===== config.mk =====
export PLATFORM = sky130hd
export DESIGN_NAME = static_demux_flat
export DESIGN_NICKNAME = d
export VERILOG_FILES = /design/src/rtl/static_demux_if.sv /design/src/rtl/static_demux.sv /design/src/flat_wrapper.sv
export SDC_FILE = /design/constraint.sdc
export NUM_CORES = 1
export LEC_CHECK = 0
export ABC_AREA = 0
export ABC_CLOCK_PERIOD_IN_PS = 10400
export BUFFER_PORTS_ARGS = -buffer_cell sky130_fd_sc_hd__buf_2
export CORE_MARGIN = 1.5
export CORE_UTILIZATION = 45
export CTS_CLUSTER_SIZE = 24
export DETAILED_ROUTE_END_ITERATION = 6
export GPL_TIMING_DRIVEN = 0
export MAX_ROUTING_LAYER = met4
export PLACE_DENSITY_LB_ADDON = 0.05
export SETUP_SLACK_MARGIN = 0.05
export SYNTH_ARGS = -nofsm -noshare
export SYNTH_HDL_FRONTEND = slang
export SYNTH_SLANG_ARGS = --single-unit

===== constraint.sdc =====
create_clock -name clk -period 10.4 [get_ports clk]
set_input_delay 3.12 -clock clk [delete_from_list [all_inputs] [get_ports clk]]
set_output_delay 3.12 -clock clk [all_outputs]
set_load 0.02 [all_outputs]

===== src/rtl/static_demux_if.sv =====
// -----------------------------------------------------------------------------
// static_demux_if
// Groups the control, stream and routed-output signals of static_demux.
//   run     : single-cycle start pulse
//   in0     : streamed data input
//   sel_00  : route select sampled at run (0 -> out0, 1 -> out1)
//   delay0  : idle cycles between run and the first sample
//   length  : number of samples to route
//   out0/1  : registered routed outputs, zero when not carrying a sample
//   valid0/1: the matching output carries a sample this cycle
//   done    : high while the block is idle
// The slave modport is the demux side; the master modport drives it.
// -----------------------------------------------------------------------------
interface static_demux_if #(
  parameter int DATA_W  = 32,
  parameter int DELAY_W = 16,
  parameter int LEN_W   = 16
);
  logic               run;
  logic [DATA_W-1:0]  in0;
  logic               sel_00;
  logic [DELAY_W-1:0] delay0;
  logic [LEN_W-1:0]   length;
  logic [DATA_W-1:0]  out0;
  logic [DATA_W-1:0]  out1;
  logic               valid0;
  logic               valid1;
  logic               done;

  modport slave (
    input  run, in0, sel_00, delay0, length,
    output out0, out1, valid0, valid1, done
  );

  modport master (
    output run, in0, sel_00, delay0, length,
    input  out0, out1, valid0, valid1, done
  );
endinterface


===== src/rtl/static_demux.sv =====
// -----------------------------------------------------------------------------
// static_demux
// On a run pulse, latches a route select, an idle delay and a sample count,
// waits the delay, then copies that many consecutive in0 samples to the
// selected output with a one-cycle registered latency.
// Ports:
//   clk  : rising-edge clock
//   rst  : synchronous active-high reset (overrides run)
//   bus  : static_demux_if.slave (run/in0/sel_00/delay0/length in,
//          out0/out1/valid0/valid1/done out)
// A run pulse in any state restarts the operation; a sample taken in the
// same cycle as the restart still emits on the previously latched route.
// -----------------------------------------------------------------------------
module static_demux #(
  parameter int DATA_W  = 32,
  parameter int DELAY_W = 16,
  parameter int LEN_W   = 16
) (
  input  logic           clk,
  input  logic           rst,
  static_demux_if.slave  bus
);

  // One extra bit: a zero-length run waits delay0 + 1 cycles, which must not
  // wrap when delay0 is at its maximum.
  localparam int CNT_W = DELAY_W + 1;

  typedef enum logic [1:0] {
    S_IDLE,
    S_WAIT,
    S_ACTIVE
  } state_e;

  state_e              state_q,    state_d;
  logic [CNT_W-1:0]    wait_cnt_q, wait_cnt_d;  // WAIT cycles left, incl. current
  logic [LEN_W-1:0]    len_cnt_q,  len_cnt_d;   // samples left, incl. current
  logic                sel_q,      sel_d;
  logic [DATA_W-1:0]   out0_q,     out0_d;
  logic [DATA_W-1:0]   out1_q,     out1_d;
  logic                valid0_q,   valid0_d;
  logic                valid1_q,   valid1_d;

  logic [CNT_W-1:0]    wait_cycles;
  logic                sample;

  // A zero-length run still occupies the slot where its first sample would
  // have been, so done rises one cycle after that slot rather than at the
  // end of the delay.
  assign wait_cycles = {1'b0, bus.delay0} + CNT_W'(bus.length == '0);
  assign sample      = (state_q == S_ACTIVE);

  always_comb begin
    // NOTE: every signal gets a default first so no path leaves it unassigned,
    // which would otherwise infer a latch.
    state_d    = state_q;
    wait_cnt_d = wait_cnt_q;
    len_cnt_d  = len_cnt_q;
    sel_d      = sel_q;

    unique case (state_q)
      S_WAIT: begin
        if (wait_cnt_q == CNT_W'(1)) begin
          state_d = (len_cnt_q == '0) ? S_IDLE : S_ACTIVE;
        end else begin
          wait_cnt_d = wait_cnt_q - CNT_W'(1);
        end
      end
      S_ACTIVE: begin
        if (len_cnt_q == LEN_W'(1)) begin
          state_d = S_IDLE;
        end else begin
          len_cnt_d = len_cnt_q - LEN_W'(1);
        end
      end
      default: ;
    endcase

    // A run pulse wins over the sequencing above, in any state.
    if (bus.run) begin
      sel_d      = bus.sel_00;
      len_cnt_d  = bus.length;
      wait_cnt_d = wait_cycles;
      state_d    = (wait_cycles == '0) ? S_ACTIVE : S_WAIT;
    end

    // The capture uses the select latched before this cycle, so a sample
    // taken alongside a restart stays on its original route.
    out0_d   = (sample && !sel_q) ? bus.in0 : '0;
    out1_d   = (sample &&  sel_q) ? bus.in0 : '0;
    valid0_d = sample && !sel_q;
    valid1_d = sample &&  sel_q;
  end

  always_ff @(posedge clk) begin
    // NOTE: sequential state uses non-blocking assignments so every register
    // samples its pre-edge value, independent of statement order.
    if (rst) begin
      state_q    <= S_IDLE;
      wait_cnt_q <= '0;
      len_cnt_q  <= '0;
      sel_q      <= 1'b0;
      out0_q     <= '0;
      out1_q     <= '0;
      valid0_q   <= 1'b0;
      valid1_q   <= 1'b0;
    end else begin
      state_q    <= state_d;
      wait_cnt_q <= wait_cnt_d;
      len_cnt_q  <= len_cnt_d;
      sel_q      <= sel_d;
      out0_q     <= out0_d;
      out1_q     <= out1_d;
      valid0_q   <= valid0_d;
      valid1_q   <= valid1_d;
    end
  end

  assign bus.out0   = out0_q;
  assign bus.out1   = out1_q;
  assign bus.valid0 = valid0_q;
  assign bus.valid1 = valid1_q;
  assign bus.done   = (state_q == S_IDLE);

endmodule


===== src/flat_wrapper.sv =====
// flat-port wrapper written by rule: the top's interface ports become plain ports
module static_demux_flat 
#(
  parameter int DATA_W  = 32,
  parameter int DELAY_W = 16,
  parameter int LEN_W   = 16
)
  (clk, rst, bus_run, bus_in0, bus_sel_00, bus_delay0, bus_length, bus_out0, bus_out1, bus_valid0, bus_valid1, bus_done);
  static_demux_if #(.DATA_W(DATA_W), .DELAY_W(DELAY_W), .LEN_W(LEN_W)) bus_i ();
  input  logic clk;
  input  logic rst;
  input wire logic [$bits(bus_i.run)-1:0] bus_run;
  input wire logic [$bits(bus_i.in0)-1:0] bus_in0;
  input wire logic [$bits(bus_i.sel_00)-1:0] bus_sel_00;
  input wire logic [$bits(bus_i.delay0)-1:0] bus_delay0;
  input wire logic [$bits(bus_i.length)-1:0] bus_length;
  output wire logic [$bits(bus_i.out0)-1:0] bus_out0;
  output wire logic [$bits(bus_i.out1)-1:0] bus_out1;
  output wire logic [$bits(bus_i.valid0)-1:0] bus_valid0;
  output wire logic [$bits(bus_i.valid1)-1:0] bus_valid1;
  output wire logic [$bits(bus_i.done)-1:0] bus_done;
  assign bus_i.run = bus_run;
  assign bus_i.in0 = bus_in0;
  assign bus_i.sel_00 = bus_sel_00;
  assign bus_i.delay0 = bus_delay0;
  assign bus_i.length = bus_length;
  assign bus_out0 = bus_i.out0;
  assign bus_out1 = bus_i.out1;
  assign bus_valid0 = bus_i.valid0;
  assign bus_valid1 = bus_i.valid1;
  assign bus_done = bus_i.done;
  static_demux #(.DATA_W(DATA_W), .DELAY_W(DELAY_W), .LEN_W(LEN_W)) u_core (.clk(clk), .rst(rst), .bus(bus_i));
endmodule

## After elaboration in Yosys (flattened, before gate mapping)

Index checks and enable logic that the tools add are counted.

| operators by class | value |
|---|---|
| $add $sub $neg | 3 |
| equality and inequality tests | 8 |
| multiplexer cells | 12 |
| bitwise logic cells | 2 |
| reductions and logical operators | 15 |

Operator list:

| kind | count |
|---|---|
| $mux 17 | 3 |
| $mux 16 | 3 |
| $logic_not 16->1 | 2 |
| $add 16x1->17 | 1 |
| $eq 17x1->1 const B | 1 |
| $logic_not 17->1 | 1 |
| $sub 17x1->17 const B | 1 |
| $eq 16x1->1 const B | 1 |
| $sub 16x1->16 const B | 1 |
| $mux 2 | 5 |
| $ne 2x2->1 const B | 2 |
| $pmux 2 s2 | 1 |
| $reduce_and 2->1 | 2 |
| $reduce_bool 2->1 | 2 |
| $reduce_or 2->1 | 2 |
| $ne 3x2->1 const B | 1 |
| $ne 3x3->1 const B | 1 |
| $reduce_and 3->1 | 1 |
| $reduce_bool 3->1 | 1 |
| $eq 2x1->1 const B | 1 |
| $eq 2x2->1 const B | 1 |
| $logic_and 1x1->1 | 2 |
| $logic_not 2->1 | 1 |
| $not 1->1 | 2 |
| $logic_not 1->1 | 1 |

| storage, ports and cells | value |
|---|---|
| register bits | 102 |
| input bits | 68 |

## Depth between registers and ports, before layout

| depth | value |
|---|---|
| depth after elaboration | 5 |
| gate-level depth with buffers | 9 |
| depth with buffers taken out | 9 |

## Worst setup path before layout

OpenSTA, ideal clock, no wires.

| timing path | value |
|---|---|
| path type | input-to-reg |
| start point | input port bus_length[11] |
| end point | register u_core.state_q[0] |
| library setup time | 0.120 ns |
| data arrival time | 5.345 ns |
| path slack | 4.935 ns |
| cell stages on the path | 9 |
| path buffers | 0 |
| cell sequence | nor4_1 -> and4_1 -> ha_1 -> ha_1 -> nand3_1 -> nor3_1 -> o21ai_0 -> a2111o_1 -> o31a_1 |

| between the ends | value |
|---|---|
| cells in the longest elaborated chain, start to end | 5 |

Ends and longest elaborated chain:

| element | RTL line | source |
|---|---|---|
| start, declared | flat_wrapper.sv:16 | `input wire logic [$bits(bus_i.length)-1:0] bus_length;` |
| $logic_not 16->1 | static_demux.sv:49 | `assign wait_cycles = {1'b0, bus.delay0} + CNT_W'(bus.length == '0);` |
| $add 16x1->17 | static_demux.sv:49 |  |
| $logic_not 17->1 | static_demux.sv:83 | `state_d = (wait_cycles == '0) ? S_ACTIVE : S_WAIT;` |
| $mux 2 | static_demux.sv:83 |  |
| $mux 2 | static_demux.sv:79 | `if (bus.run) begin` |
| end signal, assigned | static_demux.sv:107 | `state_q <= state_d;` |
| end, declared | static_demux.sv:34 | `state_e state_q, state_d;` |

No other way between the ends.
A chain may end at the register's enable or synchronous reset.

## Worst setup path in the final report

| timing path | value |
|---|---|
| start point | input port bus_length[14] |
| end point | register u_core.state_q[1] |

Same word-level chain as after synthesis.

==> impl_metrics.tcl <==
set metrics [dict create \
    antenna_left 0 \
    max-cap-violations 0 \
    grt_pass1_vias 3558 \
    rsz0062_at_grt "false" \
    dieArea_sq_um 10200 \
    h-tree-depth 3 \
    path_class "input pin to flip-flop" \
    startpoint_type "input pin" \
    drive_above_1_share 0.257 \
    yosys_warnings 0 \
    finalHoldViolations 0 \
    wl_met2_microns 5480 \
    end_kind "flip-flop" \
    firstDrtPassIters 4 \
    pwr-share-seq 0.544 \
    synthTopCellsByCount "102 x dfxtp_1, 65 x and2_1, 28 x nor2_1, 26 x clkbuf_1, 23 x xnor2_1" \
    power.internal_mw 0.558 \
    switchingPower_mw 0.196 \
    rows 35 \
    portBuffers 128 \
    cts_sinks 102 \
    initial_core_util 0.467 \
    drc 0 \
    ys_seq_area_frac 0.471 \
    synth.area.mux_share 0.00462 \
    critPathMaxStageDelay_ns 0.48 \
    fmax_mhz 171 \
    fin_area_sq_um 5350 \
    p_leak_nw 2.29 \
    synth_xor_area_frac 0.0727 \
    dp_hpwl_microns 8050 \
    synth_top_family_by_area "simple AND/OR/NAND/NOR gates" \
    postCtsSetupBuffers 0 \
    wl_per_cell_microns 14.6 \
    vias 3860 \
    synth_top_area_frac 0.471 \
    status "completed" \
    cts_buffers 9 \
    wl_met3_microns 461 \
    finalSetupViolCount 0 \
    fin_worst_skew_ns 0.00934 \
    grtUsageTotal 0.213 \
    critPathArrivalTime_ns 6.09 \
    max_slew_margin 0.118 \
    cp.required_ns 10.65 \
    netlist-cell-type-count 56 \
    via_per_inst 5.24 \
    synthFlopType "dfxtp_1" \
    ys_async_sr_fraction 0 \
    synth_area_leaders "dfxtp_1 47%, and2_1 9.4%, xnor2_1 4.6%" \
    grt_max_degree 19 \
    grt_pass1_wl_microns 16600 \
    synthesis.nets 537 \
    synth_adder_area_share 0.0173 \
    worstMarginPinSlew_ns 1.31 \
    critPathSlowestCell "nor3_1" \
    insertedDiodeCount 0 \
    antenna_found_initial 0 \
    core-area_sq_um 9280 \
    holdBufCountCts 0 \
    p_per_area_nw_per_um2 141 \
    synthToLayoutAreaGrowth_pct 23.4 \
    post-route-util 0.576 \
    ctsRootBufferMaster "clkbuf_8" \
    synth_seq_cells 102 \
    finalCritPeriodShare 0.561 \
    power_frac_clock 0.348 \
    place.gp.congestion 0.857 \
    die_w_microns 101 \
    period_minus_slack_ns 5.84 \
    die_h_microns 101 \
    clkTransAtPathRegs_ns 0.11 \
    clk_latency_ns 0.35 \
    crit_top_cell "ha_1" \
    fill_cells 917 \
    synth-compound-area-share 0.156 \
    dpl_cell_area_sq_um 5140 \
    swShare 0.260 \
    fin_setup_tns_ns 0 \
    cts_buffer_depth 2 \
    yosys.area_share.simple 0.246 \
    netlist_area_sq_um 4340 \
    synth_edf_count 0 \
    initialDrtViolationCount 149 \
    nets 676 \
    combinationalPowerShare 0.107 \
    wl_met1_microns 4730 \
    ctsResizeCount 0 \
    drt_wl_total_microns 10800 \
    critPathMaxFanout 8 \
    synth_top_area_cell "dfxtp_1" \
    drv_slew 0 \
    irDropWorstVdd_v 0.0000948 \
    synth_most_common_cell "dfxtp_1" \
    gr-total-overflow 0 \
    hold_class "flip-flop to flip-flop" \
    syn_area_per_cell_sq_um 9.36 \
    highest_layer "met4" \
    cp_cell_sequence "buf_2, nor4_1, and4_1, ha_1, ha_1, nand3_1, nor3_1, o21ai_0, a2111o_1, o41ai_1" \
    cts_tree "yes" \
    synthCells 463 \
    ioPinCount 135 \
]
sequential cells by signal, summed over array words and instances, names as in the netlist:
name               flops
u_core.bus.valid1      1
u_core.bus.out0       32
u_core.len_cnt_q      16
u_core.sel_q           1
u_core.bus.valid0      1
u_core.bus.out1       32
u_core.wait_cnt_q     17
u_core.state_q         2
layout by cell type (no fill, tap or decap), types with 3 or more instances in the layout:
cell        n
xnor2_1    23
o21a_1      5
nand2_1    10
clkbuf_8   10
or4_1       6
o21ai_0    19
nand3_1    11
xor2_1     13
nor4b_1     3
or2_2       3
and4_1      4
a21o_1      3
nor3_1     11
a21oi_1    18
o211ai_1    3
a31oi_1     7
buf_2     130
and2_1     65
a211oi_1   14
a311oi_1    4
or3_1       4
dfxtp_1   102
ha_1        6
clkbuf_1   26
nor2_1     28
nor4_1     18
nand4_1     5
inv_1       8
o31ai_1     4
o31a_1      3
worst max-delay path, delay by kind of cell:
family,cells,cell delay [ns]
adders and majority gates,2,0.50
buffers and inverters,1,0.10
and+or+nand+nor,4,1.46
AOI/OAI and AO/OA,3,0.90
power by group through the flow:
stage	registers, mW	clock network [mW]	logic [mW]
floorplan	0.417	0	0.0516
global placement	0.419	0	0.0788
detailed placement	0.419	0	0.0802
CTS	0.411	0.270	0.0809
global route	0.412	0.285	0.0895
finish	0.411	0.263	0.0810
metrics by stage:
stage	worst slack, ns	std cells	total power [mW]	hold WS, ns
after floorplan	4.94	463	0.469	0.465
after global placement	4.18	720	0.498	0.484
after detailed placement	4.17	720	0.500	0.482
after CTS	4.51	736	0.762	0.497
after global routing	4.33	736	0.786	0.545
final	4.56	736	0.754	0.496
final timing paths:
path	start	endpoint	slack, ns	cells after the start
worst max register to register	u_core.wait_cnt_q[4]$_SDFFE_PP0P_	u_core.wait_cnt_q[0]$_SDFFE_PP0P_	7.56	5
worst min-delay path	u_core.len_cnt_q[1]$_SDFFE_PP0P_	u_core.len_cnt_q[1]$_SDFFE_PP0P_	0.50	2
worst max-delay path	bus_length[14]	u_core.state_q[1]$_SDFFE_PP0P_	4.56	10
worst min register to register	u_core.len_cnt_q[1]$_SDFFE_PP0P_	u_core.len_cnt_q[1]$_SDFFE_PP0P_	0.50	2
final cells by class:
type                            count  area [sq um]  share of cell area
Buffer                             28           108              0.0201
Clock buffer                       10           138              0.0257
Clock inverter                      6          75.1              0.0140
Inverter                            9          33.8             0.00631
Multi-Input combinational cell    324          2150               0.402
Sequential cell                   102          2040               0.382
Tap cell                          129           161              0.0302
Timing Repair Buffer              128           641               0.120
logic make-up after synthesis:
group | after synthesis
AND/OR/NAND/NOR | 182
buffers and inverters | 37
AO/OA/AOI/OAI | 98
adder cells (fa/ha/maj) | 6
multiplexers | 2
flip-flops | 102
XOR/XNOR | 36
layer usage:
metal / GRT usage / vias to the layer above
met2: 0.367 / 108
met5: - / -
met3: 0.0407 / 8
met1: 0.261 / 1811
li1: - / 1933
met4: 0.0459 / 0
Note: power is estimated with default switching activity, not from simulation.
